[config.mk]
export PLATFORM = sky130hd
export DESIGN_NAME = boss_sprite_renderer
export DESIGN_NICKNAME = d
export VERILOG_FILES = /design/src/rtl/boss_pkg.sv /design/src/rtl/boss_flash_ctr.sv /design/src/rtl/boss_sprite_renderer.sv
export SDC_FILE = /design/constraint.sdc
export NUM_CORES = 1
export LEC_CHECK = 0
export CAP_MARGIN = 20
export CORE_MARGIN = 2
export CORE_UTILIZATION = 55
export CTS_BUF_LIST = sky130_fd_sc_hd__clkbuf_8
export DETAILED_ROUTE_END_ITERATION = 10
export GPL_ROUTABILITY_DRIVEN = 0
export PLACE_DENSITY = 0.81
export SYNTH_ARGS = -nofsm -noshare
export SYNTH_HDL_FRONTEND = slang
export SYNTH_SLANG_ARGS = --single-unit
[constraint.sdc]
create_clock -name Clk -period 11 [get_ports Clk]
set_input_delay 3.3 -clock Clk [delete_from_list [all_inputs] [get_ports Clk]]
set_output_delay 3.3 -clock Clk [all_outputs]
set_load 0.05 [all_outputs]
[src/rtl/boss_pkg.sv]
// Shared constants and types for the boss sprite pixel pipeline.
package boss_pkg;

  // Default sprite dimensions. The sprite RAM holds BOSS_SPR_W*BOSS_SPR_H words.
  localparam int BOSS_SPR_W = 185;
  localparam int BOSS_SPR_H = 150;

  // This palette index means "no boss here".
  localparam logic [3:0] TRANSPARENT_IDX = 4'h0;

  // Sixteen 24-bit RGB entries, indexed by the 4-bit value read from the sprite RAM.
  typedef logic [15:0][23:0] palette_t;

  // The concatenation lists entry 15 first and entry 0 (black) last.
  localparam palette_t BOSS_PALETTE = {
    24'hF8F8F8,  // 15
    24'hC0C0C0,  // 14
    24'h606060,  // 13
    24'h30C030,  // 12
    24'h1080F0,  // 11
    24'h2040A0,  // 10
    24'hF0A040,  //  9
    24'hA05020,  //  8
    24'hFFE040,  //  7
    24'hE02020,  //  6
    24'h901818,  //  5
    24'h602080,  //  4
    24'h402060,  //  3
    24'h281838,  //  2
    24'h100810,  //  1
    24'h000000   //  0 (transparent)
  };

endpackage

[src/rtl/boss_flash_ctr.sv]
// Hit-flash frame counter. A hit reloads the count; each frame start counts it
// down to zero. The flash is white for four frames, then normal for four, and so on.
module boss_flash_ctr #(
  parameter int FLASH_FRAMES = 32
) (
  input  logic clk,
  input  logic rst_n,
  input  logic hit,
  input  logic frame_start,
  output logic flash_white
);

  localparam int CNT_W = $clog2(FLASH_FRAMES + 1);

  logic [CNT_W-1:0] flash_cnt_q;
  logic [CNT_W-1:0] flash_cnt_d;

  // Next count: a hit reloads and wins over a simultaneous frame-start decrement.
  always_comb begin
    flash_cnt_d = flash_cnt_q;
    if (hit) begin
      flash_cnt_d = CNT_W'(FLASH_FRAMES);
    end else if (frame_start && (flash_cnt_q != '0)) begin
      flash_cnt_d = flash_cnt_q - CNT_W'(1);
    end
  end

  // Counter register with asynchronous clear.
  always_ff @(posedge clk or negedge rst_n) begin
    if (!rst_n) begin
      flash_cnt_q <= '0;
    end else begin
      flash_cnt_q <= flash_cnt_d;
    end
  end

  assign flash_white = (flash_cnt_q != '0) && flash_cnt_q[2];

endmodule

[src/rtl/boss_sprite_renderer.sv]
// Boss sprite pixel stage. It computes the sprite RAM address from the pixel
// coordinate, then turns the returned palette index into boss_on and RGB.
// There is a fixed latency of three cycles from coordinate to colour.
module boss_sprite_renderer
  import boss_pkg::*;
#(
  parameter int SPR_W        = BOSS_SPR_W,
  parameter int SPR_H        = BOSS_SPR_H,
  parameter int ADDR_W       = 19,
  parameter int FLASH_FRAMES = 32
) (
  input  logic              Clk,
  input  logic              Reset_n,
  input  logic [9:0]        DrawX,
  input  logic [9:0]        DrawY,
  input  logic              frame_start,
  input  logic [9:0]        boss_x,
  input  logic [9:0]        boss_y,
  input  logic              facing_left,
  input  logic              hit,
  output logic [ADDR_W-1:0] read_address,
  input  logic [3:0]        data_Out,
  output logic              boss_on,
  output logic [7:0]        Red,
  output logic [7:0]        Green,
  output logic [7:0]        Blue
);

  localparam logic signed [10:0] SPR_W_S = 11'(SPR_W);
  localparam logic signed [10:0] SPR_H_S = 11'(SPR_H);

  // Position and facing, held for the whole frame.
  logic [9:0] pos_x_q, pos_x_d;
  logic [9:0] pos_y_q, pos_y_d;
  logic       mir_q, mir_d;

  // Stage 1 combinational terms.
  logic signed [10:0] dx, dy, col;
  logic               in_box;
  logic               flash_white;

  // Pipeline registers.
  logic [ADDR_W-1:0] read_address_q, read_address_d;
  logic              in_box_d1_q, in_box_d1_d;
  logic              flash_white_d1_q, flash_white_d1_d;
  logic              in_box_d2_q, in_box_d2_d;
  logic              flash_white_d2_q, flash_white_d2_d;
  logic              boss_on_q, boss_on_d;
  logic [23:0]       rgb_q, rgb_d;

  boss_flash_ctr #(
    .FLASH_FRAMES(FLASH_FRAMES)
  ) u_flash (
    .clk        (Clk),
    .rst_n      (Reset_n),
    .hit        (hit),
    .frame_start(frame_start),
    .flash_white(flash_white)
  );

  // Box test, mirrored column, and address. Also the frame latch, the delay line and the colour stage.
  always_comb begin
    pos_x_d = pos_x_q;
    pos_y_d = pos_y_q;
    mir_d   = mir_q;
    if (frame_start) begin
      pos_x_d = boss_x;
      pos_y_d = boss_y;
      mir_d   = facing_left;
    end

    // Zero-extend to 11 bits before subtracting. A boss near the right edge then
    // gives a negative dx for pixels to its left and never wraps around.
    dx     = $signed({1'b0, DrawX}) - $signed({1'b0, pos_x_q});
    dy     = $signed({1'b0, DrawY}) - $signed({1'b0, pos_y_q});
    in_box = !dx[10] && (dx < SPR_W_S) && !dy[10] && (dy < SPR_H_S);
    col    = mir_q ? (SPR_W_S - 11'sd1 - dx) : dx;

    read_address_d = '0;
    if (in_box) begin
      read_address_d = ADDR_W'($unsigned(dy)) * ADDR_W'(SPR_W) + ADDR_W'($unsigned(col));
    end

    // Flash is sampled together with in_box, so every pixel keeps one consistent colour.
    in_box_d1_d      = in_box;
    flash_white_d1_d = flash_white;
    in_box_d2_d      = in_box_d1_q;
    flash_white_d2_d = flash_white_d1_q;

    // data_Out lines up with stage 2 because the RAM returns it one cycle after the address.
    boss_on_d = in_box_d2_q && (data_Out != TRANSPARENT_IDX);
    rgb_d     = '0;
    if (boss_on_d) begin
      rgb_d = flash_white_d2_q ? 24'hFFFFFF : BOSS_PALETTE[data_Out];
    end
  end

  // All pipeline and frame state. An asynchronous clear blanks the outputs at once.
  always_ff @(posedge Clk or negedge Reset_n) begin
    if (!Reset_n) begin
      pos_x_q          <= '0;
      pos_y_q          <= '0;
      mir_q            <= 1'b0;
      read_address_q   <= '0;
      in_box_d1_q      <= 1'b0;
      flash_white_d1_q <= 1'b0;
      in_box_d2_q      <= 1'b0;
      flash_white_d2_q <= 1'b0;
      boss_on_q        <= 1'b0;
      rgb_q            <= '0;
    end else begin
      pos_x_q          <= pos_x_d;
      pos_y_q          <= pos_y_d;
      mir_q            <= mir_d;
      read_address_q   <= read_address_d;
      in_box_d1_q      <= in_box_d1_d;
      flash_white_d1_q <= flash_white_d1_d;
      in_box_d2_q      <= in_box_d2_d;
      flash_white_d2_q <= flash_white_d2_d;
      boss_on_q        <= boss_on_d;
      rgb_q            <= rgb_d;
    end
  end

  assign read_address = read_address_q;
  assign boss_on      = boss_on_q;
  assign Red          = rgb_q[23:16];
  assign Green        = rgb_q[15:8];
  assign Blue         = rgb_q[7:0];

endmodule

Word-level counts from Yosys, hierarchy flattened
Memories as Yosys holds them, arrays and structs flattened.
Cells that the tools add are included.

storage, ports and cells
  bits of input ports = 49
  flip-flop bits (word level) = 75
  ROM bits = 384
  bits in latches = 0
  output and inout bits = 44
  logic and storage cells = 39
  memory bits (writable) = 0
  memories kept = 1

memory list
  memory           words  bits a word  read ports  clocked after memory_dff  wr ports  line                        source
  (no name shown)  16     24           1           0                         0         boss_sprite_renderer.sv:94  rgb_d = flash_white_d2_q ? 24'hFFFFFF : BOSS_PALETTE[data_Out];

operators by class
  reductions and logical operators = 11
  divide/modulo/power cells = 0
  add/sub/neg operators = 5
  bitwise gates (word level) = 0
  $mul = 1
  mux-type cells = 7
  shift operators = 0
  order comparisons = 3
  eq/ne operators = 0

operators by type and width
  cell                     count
  $mux W24                 3
  $lt A11 B9 Y1 const B    2
  $sub A10 B10 Y11         2
  $add A19 B11 Y19         1
  $mul A11 B8 Y19 const B  1
  $mux W19                 1
  $mux W6                  2
  $mux W11                 1
  $sub A9 B11 Y11 const A  1
  $logic_and A1 B1 Y1      6
  $reduce_bool A6 Y1       1
  $sub A6 B1 Y6 const B    1
  $lt A4 B5 Y1 const B     1
  $reduce_bool A4 Y1       1
  $logic_not A1 Y1         2
  $reduce_bool A2 Y1       1

Logic depth before layout (Yosys ltp)
Gate-level depths: netlist of the first run.

  word-level depth = 6
  depth in mapped cells = 27
  depth with buffers taken out = 27

Modules after synthesis
A second synthesis of the first run with hierarchy kept.

second synthesis, totals
  cells, all modules = 691
  area total of the unflattened synthesis = 6351.1 µm²

modules (own cells, without submodules)
  module                times used  sequential area each (µm²)  area an instance (µm²)  cells an instance
  boss_sprite_renderer  1           1551.5                      5972.0                  649
  boss_flash_ctr        1           150.1                       379.1                   42

Worst setup path after synthesis of the first run
Ideal clock, no wire load.

  kind = input to register
  from = input port DrawX[0]
  to = register read_address_q[17], in the netlist read_address[17]
  setup time = 0.082 ns
  path slack = 2.410 ns
  buffers on the path = 0
  cell stages on the path = 23
  required time = 10.918 ns
  arrival = 8.508 ns
  path through = inv_1 > ha_1 > inv_1 > fa_1 > a21o_1 > a21oi_1 > xnor2_1 > nand3_1 > or3_1 > xor2_1 > ha_1 > inv_1 > fa_1 > fa_1 > fa_1 > inv_1 > ha_1 > o21a_1 > o21ai_0 > a21oi_1 > o22a_1 > or4b_1 > a31oi_1

on the way
  word-level cells in the longest chain between the ends = 6
  elaborated cells on any way between the ends = 10
  those cells by class = 3 x add/sub; 1 x order compare; 2 x mux; 4 x reduce/logical

RTL lines
  item                                                      line                         source
  start: declaration                                        boss_sprite_renderer.sv:14   input logic [9:0] DrawX,
  $sub A10 B10 Y11 (*)                                      boss_sprite_renderer.sv:74   dx = $signed({1'b0, DrawX}) - $signed({1'b0, pos_x_q});
  branches (longest 4 deep; another with $add A19 B11 Y19)  n/a
  $mux W19 (*)                                              boss_sprite_renderer.sv:80   if (in_box) begin
  named net read_address_d[17]                              boss_sprite_renderer.sv:43   logic [ADDR_W-1:0] read_address_q, read_address_d;
  end signal: assignment                                    boss_sprite_renderer.sv:115  read_address_q <= read_address_d;
  end: declaration                                          boss_sprite_renderer.sv:43

Mark *: on every way through the listed nets, which the timed path passes.
A chain may end at the register's enable or synchronous reset.

Worst setup path after layout of the first run
  from = input port DrawY[1]
  to = register read_address_q[17], in the netlist read_address[17]

on the way
  word-level cells in the longest chain between the ends = 5
  elaborated cells on any way between the ends = 8
  those cells by class = 2 x add/sub; 1 x mul; 1 x order compare; 1 x mux; 3 x reduce/logical

RTL lines
  item                                                     line                        source
  start: declaration                                       boss_sprite_renderer.sv:15  input logic [9:0] DrawY,
  $sub A10 B10 Y11 (*)                                     boss_sprite_renderer.sv:75  dy = $signed({1'b0, DrawY}) - $signed({1'b0, pos_y_q});
  branches (longest 3 deep; another with $mul A11 B8 Y19)  n/a
  $mux W19 (*)                                             boss_sprite_renderer.sv:80
  named net read_address_d[17]                             boss_sprite_renderer.sv:43

Marks and branches as above.

==> impl_metrics.env, run 1 <==
export IMPL_status="finished clean"
export IMPL_synth_top_area_share_pct=27.3
export IMPL_hold_viol_final=0
export IMPL_crit_required_ns=11.28
export IMPL_setup_tns_final_ns=0
export IMPL_dp_slack_ns=1.31
export IMPL_cts_setup_buffers=0
export IMPL_rows=38
export IMPL_io_pins=93
export IMPL_synth_area_um2=6230
export IMPL_die_x_um=110
export IMPL_maxCapViolations=0
export IMPL_path_class="primary input to register"
export IMPL_drive_above_1_share_pct=4.38
export IMPL_startpoint_type="primary input"
export IMPL_tightest_slew_ns=0.845
export IMPL_async_reset_ff_share_pct=100
export IMPL_antenna_cells=0
export IMPL_rsz0062_at_grt="false"
export IMPL_synthFlopType="dfrtp_1"
export IMPL_clock_path_buffers=2
export IMPL_nets=955
export IMPL_ant_nets=0
export IMPL_cts_resized_gates=0
export IMPL_synth_most_common_cell="inv_1"
export IMPL_worst_slack_ns=1.63
export IMPL_arrival_ns=9.65
export IMPL_dieHeight_um=110
export IMPL_drc=0
export IMPL_setup_viol=0
export IMPL_worst_clock_skew_ns=0.0108
export IMPL_num_vias=5034
export IMPL_core_um2=10900
export IMPL_drt_initial_drc_count=276
export IMPL_start_util_pct=57.0
export IMPL_slew_viol_final=0
export IMPL_area_growth_pct=19.4
export IMPL_yosysSeqAreaShare_pct=27.3
export IMPL_drt_vias_per_instance=5.50
export IMPL_grt_max_degree=69
export IMPL_cts_sinks=68
export IMPL_path_max_fanout=7
export IMPL_wire_per_inst_um=14.2
export IMPL_netlist_top_cells_area="dfrtp_1 (27%), ha_1 (20%), fa_1 (11%)"
export IMPL_slew_headroom_pct=43.6
export IMPL_ys_seq_elements=68
export IMPL_hpwl_um=10100
export IMPL_grt_pass1_vias=4936
export IMPL_fin_crit_ns=9.37
export IMPL_ys_types=59
export IMPL_port_buffers=92
export IMPL_synth_nets=873
export IMPL_cts_tree="built"
export IMPL_critPathCaptureType="register"
export IMPL_period_share_pct=85.2
export IMPL_yosysWarnings=0
export IMPL_netlist_instances=689
export IMPL_path_clk_slew_ns=0.08
export IMPL_die_area_um2=12200
export IMPL_clock_latency_ns=0.37
export IMPL_routed_wl_um=13000
export IMPL_postCtsHoldBufs=0
export IMPL_hold_path_class="register to register"
export IMPL_grt_remaining_overflow=0
export IMPL_first_pass_iters=5
export IMPL_synthTopCellsByCount="inv_1 (125), ha_1 (100), dfrtp_1 (68)"
export IMPL_cts_root_buffer="clkbuf_8"
export IMPL_cts_buffers=9
export IMPL_grt_usage_pct=21.5
export IMPL_grt_pass1_wl_um=21700
export IMPL_ctsHtreeMaxLevel=3
export IMPL_clock_fmax_mhz=107
export IMPL_synth_top_cell_by_area="dfrtp_1"
export IMPL_antenna_found_initial=0
export IMPL_synth_edf_count=0
export IMPL_syn_area_per_cell_um2=9.04
area by class of cell:
type / count / area (um2)
Clock buffer: 9 / 124
Clock inverter: 7 / 97.6
Fill cell: 845 / 3500
Inverter: 126 / 473
Multi-Input combinational cell: 472 / 3940
Sequential cell: 68 / 1700
Tap cell: 140 / 175
Timing Repair Buffer: 94 / 931
routing by layer:
metal  track usage, %  vias up  share of wire [%]
met1             25.8     2395                 42
li1                 -     2435                  -
met3             5.38       28                6.0
met4             9.25        0                2.5
met5                0        -                  0
met2             36.8      176                 50
final timing paths:
kind / startpoint / end / slack, ns / cells past startpoint
setup / recovery: DrawY[1] / read_address[17] / 1.63 / 20
hold / removal: flash_white_d1_q / flash_white_d2_q / 0.35 / 0
setup reg to reg: pos_y_q[1] / read_address[17] / 4.63 / 20
hold reg to reg: flash_white_d1_q / flash_white_d2_q / 0.35 / 0
max in group asynchronous: Reset_n / pos_y_q[6] / 7.32 / 2
min in group asynchronous: Reset_n / read_address[12] / 3.12 / 2
sequential cells by signal (all words and copies together) (netlist names):
register / flops
read_address: 19
flash_white_d1_q: 1
mir_q: 1
pos_y_q: 10
pos_x_q: 10
in_box_d1_q: 1
flash_white_d2_q: 1
u_flash.flash_cnt_q: 6
boss_on: 1
in_box_d2_q: 1
rgb_q: 17
stage by stage:
| step | hold slack (ns) | util (%) | std cells | area (um2) |
|---|---|---|---|---|
| floorplan | 0.331 | - | 689 | 6230 |
| global placement | 0.336 | 66.0 | 900 | 7220 |
| detailed placement | 0.340 | 66.0 | 900 | 7220 |
| CTS | 0.351 | 68.0 | 916 | 7440 |
| global route | 0.361 | 68.0 | 916 | 7440 |
| finish | 0.350 | 68.0 | 916 | 7440 |
cell usage in the layout (no fill, tap or decap), types with 3 or more instances in the layout:
cell and n:
fa_1 35, xnor2_1 21, ha_1 100, nand3b_1 4
mux2_2 3, o21ai_0 41, nor2b_1 7, a21oi_1 40
clkdlybuf4s50_1 91, nor3_1 13, dfrtp_1 68, o2111ai_1 4
nand4_1 6, o21a_1 3, nor2_1 44, mux2i_1 3
a21boi_0 3, clkbuf_8 9, o211ai_1 4, xor2_1 13
nand2b_1 7, a31oi_1 6, a21o_1 7, inv_1 125
a211oi_1 4, nand2_1 53, o22ai_1 4, nand3_1 10
or3_1 3, nor3b_1 3
cell families after synthesis:
| kind of cell | after synthesis | synth area share [%] |
|---|---|---|
| compound gates | 134 | 13.2 |
| simple gates | 162 | 12.6 |
| fa+ha+maj | 135 | 31.3 |
| mux | 6 | 1.02 |
| xor+xnor | 35 | 5.04 |
| flops | 68 | 27.3 |
| buf+inv | 149 | 9.52 |
worst max-delay path, stage by stage:
cell             delay (ns)
clkdlybuf4s50_1        0.49
ha_1                   0.33
nor2b_1                0.13
o21ai_0                0.23
a21boi_0               0.17
o21ai_0                0.25
a21o_1                 0.20
nand2_1                0.07
xor2_1                 0.59
ha_1                   0.37
fa_1                   0.52
fa_1                   0.52
fa_1                   0.43
ha_1                   0.36
a21oi_1                0.30
nor2_1                 0.08
or4_1                  0.42
o22a_1                 0.25
or4b_1                 0.51
a31oi_1                0.14
Power of run 1 is left out: the tool's default activity adds up to more than one toggle a clock period on the data nets, which glitch-free logic cannot reach.
==> run 2, diff against run 1 <==
==> constraint.sdc (replaced) <==
create_clock -name Clk -period 11.45 [get_ports Clk]
set_input_delay 3.435 -clock Clk [delete_from_list [all_inputs] [get_ports Clk]]
set_output_delay 3.435 -clock Clk [all_outputs]
set_load 0.05 [all_outputs]
==> run 2 against run 1 <==
Against the previous run: die area is the same; flip-flop and latch count is the same; via count shrank 0.79%; worst hold slack gained 0.0060 ns; routed wire length shrank 1.0%; non-clock buffer count is the same.
==> impl_metrics.env, run 2 (synthesized netlist as in run 1, its figures left out) <==
export IMPL_wire_per_inst_um=14.0
export IMPL_reg2reg_slack_ns=5.04
export IMPL_grt_util_met3_pct=5.21
export IMPL_critical_path_cell_chain="clkdlybuf4s50_1 > ha_1 > nor2b_1 > o21ai_0 > a21boi_0 > o21ai_0 > a21o_1 > nand2_1 > xor2_1 > ha_1 > fa_1 > fa_1 > fa_1 > ha_1 > a21oi_1 > nor2_1 > or4_1 > o22a_1 > or4b_1 > a31oi_1"
export IMPL_rows=38
export IMPL_r2r_cells=20
export IMPL_hold_viol_final=0
export IMPL_slew_headroom_pct=43.7
export IMPL_grt_pass1_vias=4977
export IMPL_nFillCells=841
export IMPL_r2r_end="read_address[17]"
export IMPL_postCtsHoldBufs=0
export IMPL_critPathCaptureType="register"
export IMPL_status="finished clean"
export IMPL_largest_reg_flops=19
export IMPL_dieHeight_um=110
export IMPL_antenna_cells=0
export IMPL_die_area_um2=12200
export IMPL_drt_initial_drc_count=248
export IMPL_use_met2_pct=36.9
export IMPL_drc=0
export IMPL_busiest_layer="met2"
export IMPL_slowest_delay_ns=0.61
export IMPL_grt_remaining_overflow=0
export IMPL_hpwl_um=10100
export IMPL_setup_viol=0
export IMPL_ctsHtreeMaxLevel=3
export IMPL_fin_util_pct=68.1
export IMPL_maxCapViolations=0
export IMPL_slew_viol_final=0
export IMPL_drive_above_1_share_pct=4.38
export IMPL_die_x_um=110
export IMPL_cts_tree="built"
export IMPL_final_common_cell="inv_1"
export IMPL_final_cell_mix="inv_1 (125), ha_1 (100), clkdlybuf4s50_1 (91), dfrtp_1 (68), nand2_1 (53)"
export IMPL_cts_sinks=68
export IMPL_startpoint_type="primary input"
export IMPL_nets=955
export IMPL_antenna_found_initial=0
export IMPL_tightest_slew_ns=0.845
export IMPL_period_share_pct=83.4
export IMPL_cts_setup_buffers=0
export IMPL_path_class="primary input to register"
export IMPL_min_to="flash_white_d2_q"
export IMPL_hold_depth=0
export IMPL_path_clk_slew_ns=0.08
export IMPL_r2r_start="pos_y_q[1]"
export IMPL_grt_pass1_wl_um=21600
export IMPL_cpMaxStageDelayCell="xor2_1"
export IMPL_crit_required_ns=11.72
export IMPL_fin_crit_ns=9.55
export IMPL_grt_max_degree=69
export IMPL_cts_buffers=9
export IMPL_arrival_ns=9.82
export IMPL_worst_hold_startpoint="flash_white_d1_q"
export IMPL_first_pass_iters=5
export IMPL_worst_clock_skew_ns=0.00965
export IMPL_start_util_pct=57.0
export IMPL_ant_nets=0
export IMPL_setup_tns_final_ns=0
export IMPL_met1_usage_pct=25.7
export IMPL_num_vias=4994
export IMPL_core_um2=10900
export IMPL_grt_usage_pct=21.4
export IMPL_area_growth_pct=19.6
export IMPL_hold_path_class="register to register"
export IMPL_rsz0062_at_grt="false"
export IMPL_clock_latency_ns=0.36
export IMPL_path_max_fanout=7
export IMPL_clock_path_buffers=2
export IMPL_clock_fmax_mhz=105
export IMPL_cts_resized_gates=0
export IMPL_io_pins=93
export IMPL_routed_wl_um=12900
export IMPL_drt_vias_per_instance=5.45
export IMPL_port_buffers=92
export IMPL_cts_root_buffer="clkbuf_8"
run 2: cell count changes in the layout (fill, tap and decap cells not counted):
cell        before  now
clkbuf_8         9   11
clkinv_4         0    1
clkinvlp_4       2    0
inv_6            2    1
run 2: worst max-delay path by stage:
stage / cells after the start / slack [ns] / end / startpoint
6_report: 20 / 1.90 / read_address[17] / DrawY[1]
5_1_grt: 20 / 1.70 / read_address[17] / DrawY[1]
4_1_cts: 20 / 2.04 / read_address[17] / DrawY[1]
3_5_place_dp: 20 / 1.64 / read_address[17] / DrawY[1]
3_3_place_gp: 20 / 1.93 / read_address[17] / DrawY[1]
2_1_floorplan: 23 / 2.73 / read_address[17] / DrawX[0]
run 2: routing by layer:
metal  vias up  routed length [um]
met4         0                 264
met1      2381                5460
li1       2434                   -
met2       158                6390
met3        21                 735
met5         -                   0
run 2: cell type report:
type	instances	area, um2	share of cell area [%]
Clock buffer	11	151	2.03
Clock inverter	5	82.6	1.11
Inverter	126	473	6.35
Multi-Input combinational cell	472	3940	52.8
Sequential cell	68	1700	22.8
Tap cell	140	175	2.35
Timing Repair Buffer	94	931	12.5
run 2: worst max-delay path, delay by kind of cell:
kind,cells,cell delay [ns]
adder cells (fa/ha/maj),6,2.54
buffers and inverters,1,0.50
AO/OA/AOI/OAI,7,1.52
AND/OR/NAND/NOR,5,1.20
XOR/XNOR,1,0.61
run 2: through the flow:
| step | setup WS (ns) | instances | hold WS, ns | area [um2] |
|---|---|---|---|---|
| after floorplan | 2.73 | 689 | 0.331 | 6230 |
| after global placement | 1.93 | 900 | 0.336 | 7220 |
| after detailed placement | 1.64 | 900 | 0.340 | 7220 |
| after CTS | 2.04 | 916 | 0.355 | 7450 |
| after global routing | 1.70 | 916 | 0.369 | 7450 |
| final | 1.90 | 916 | 0.356 | 7450 |
Power of run 2 is left out for the same reason.
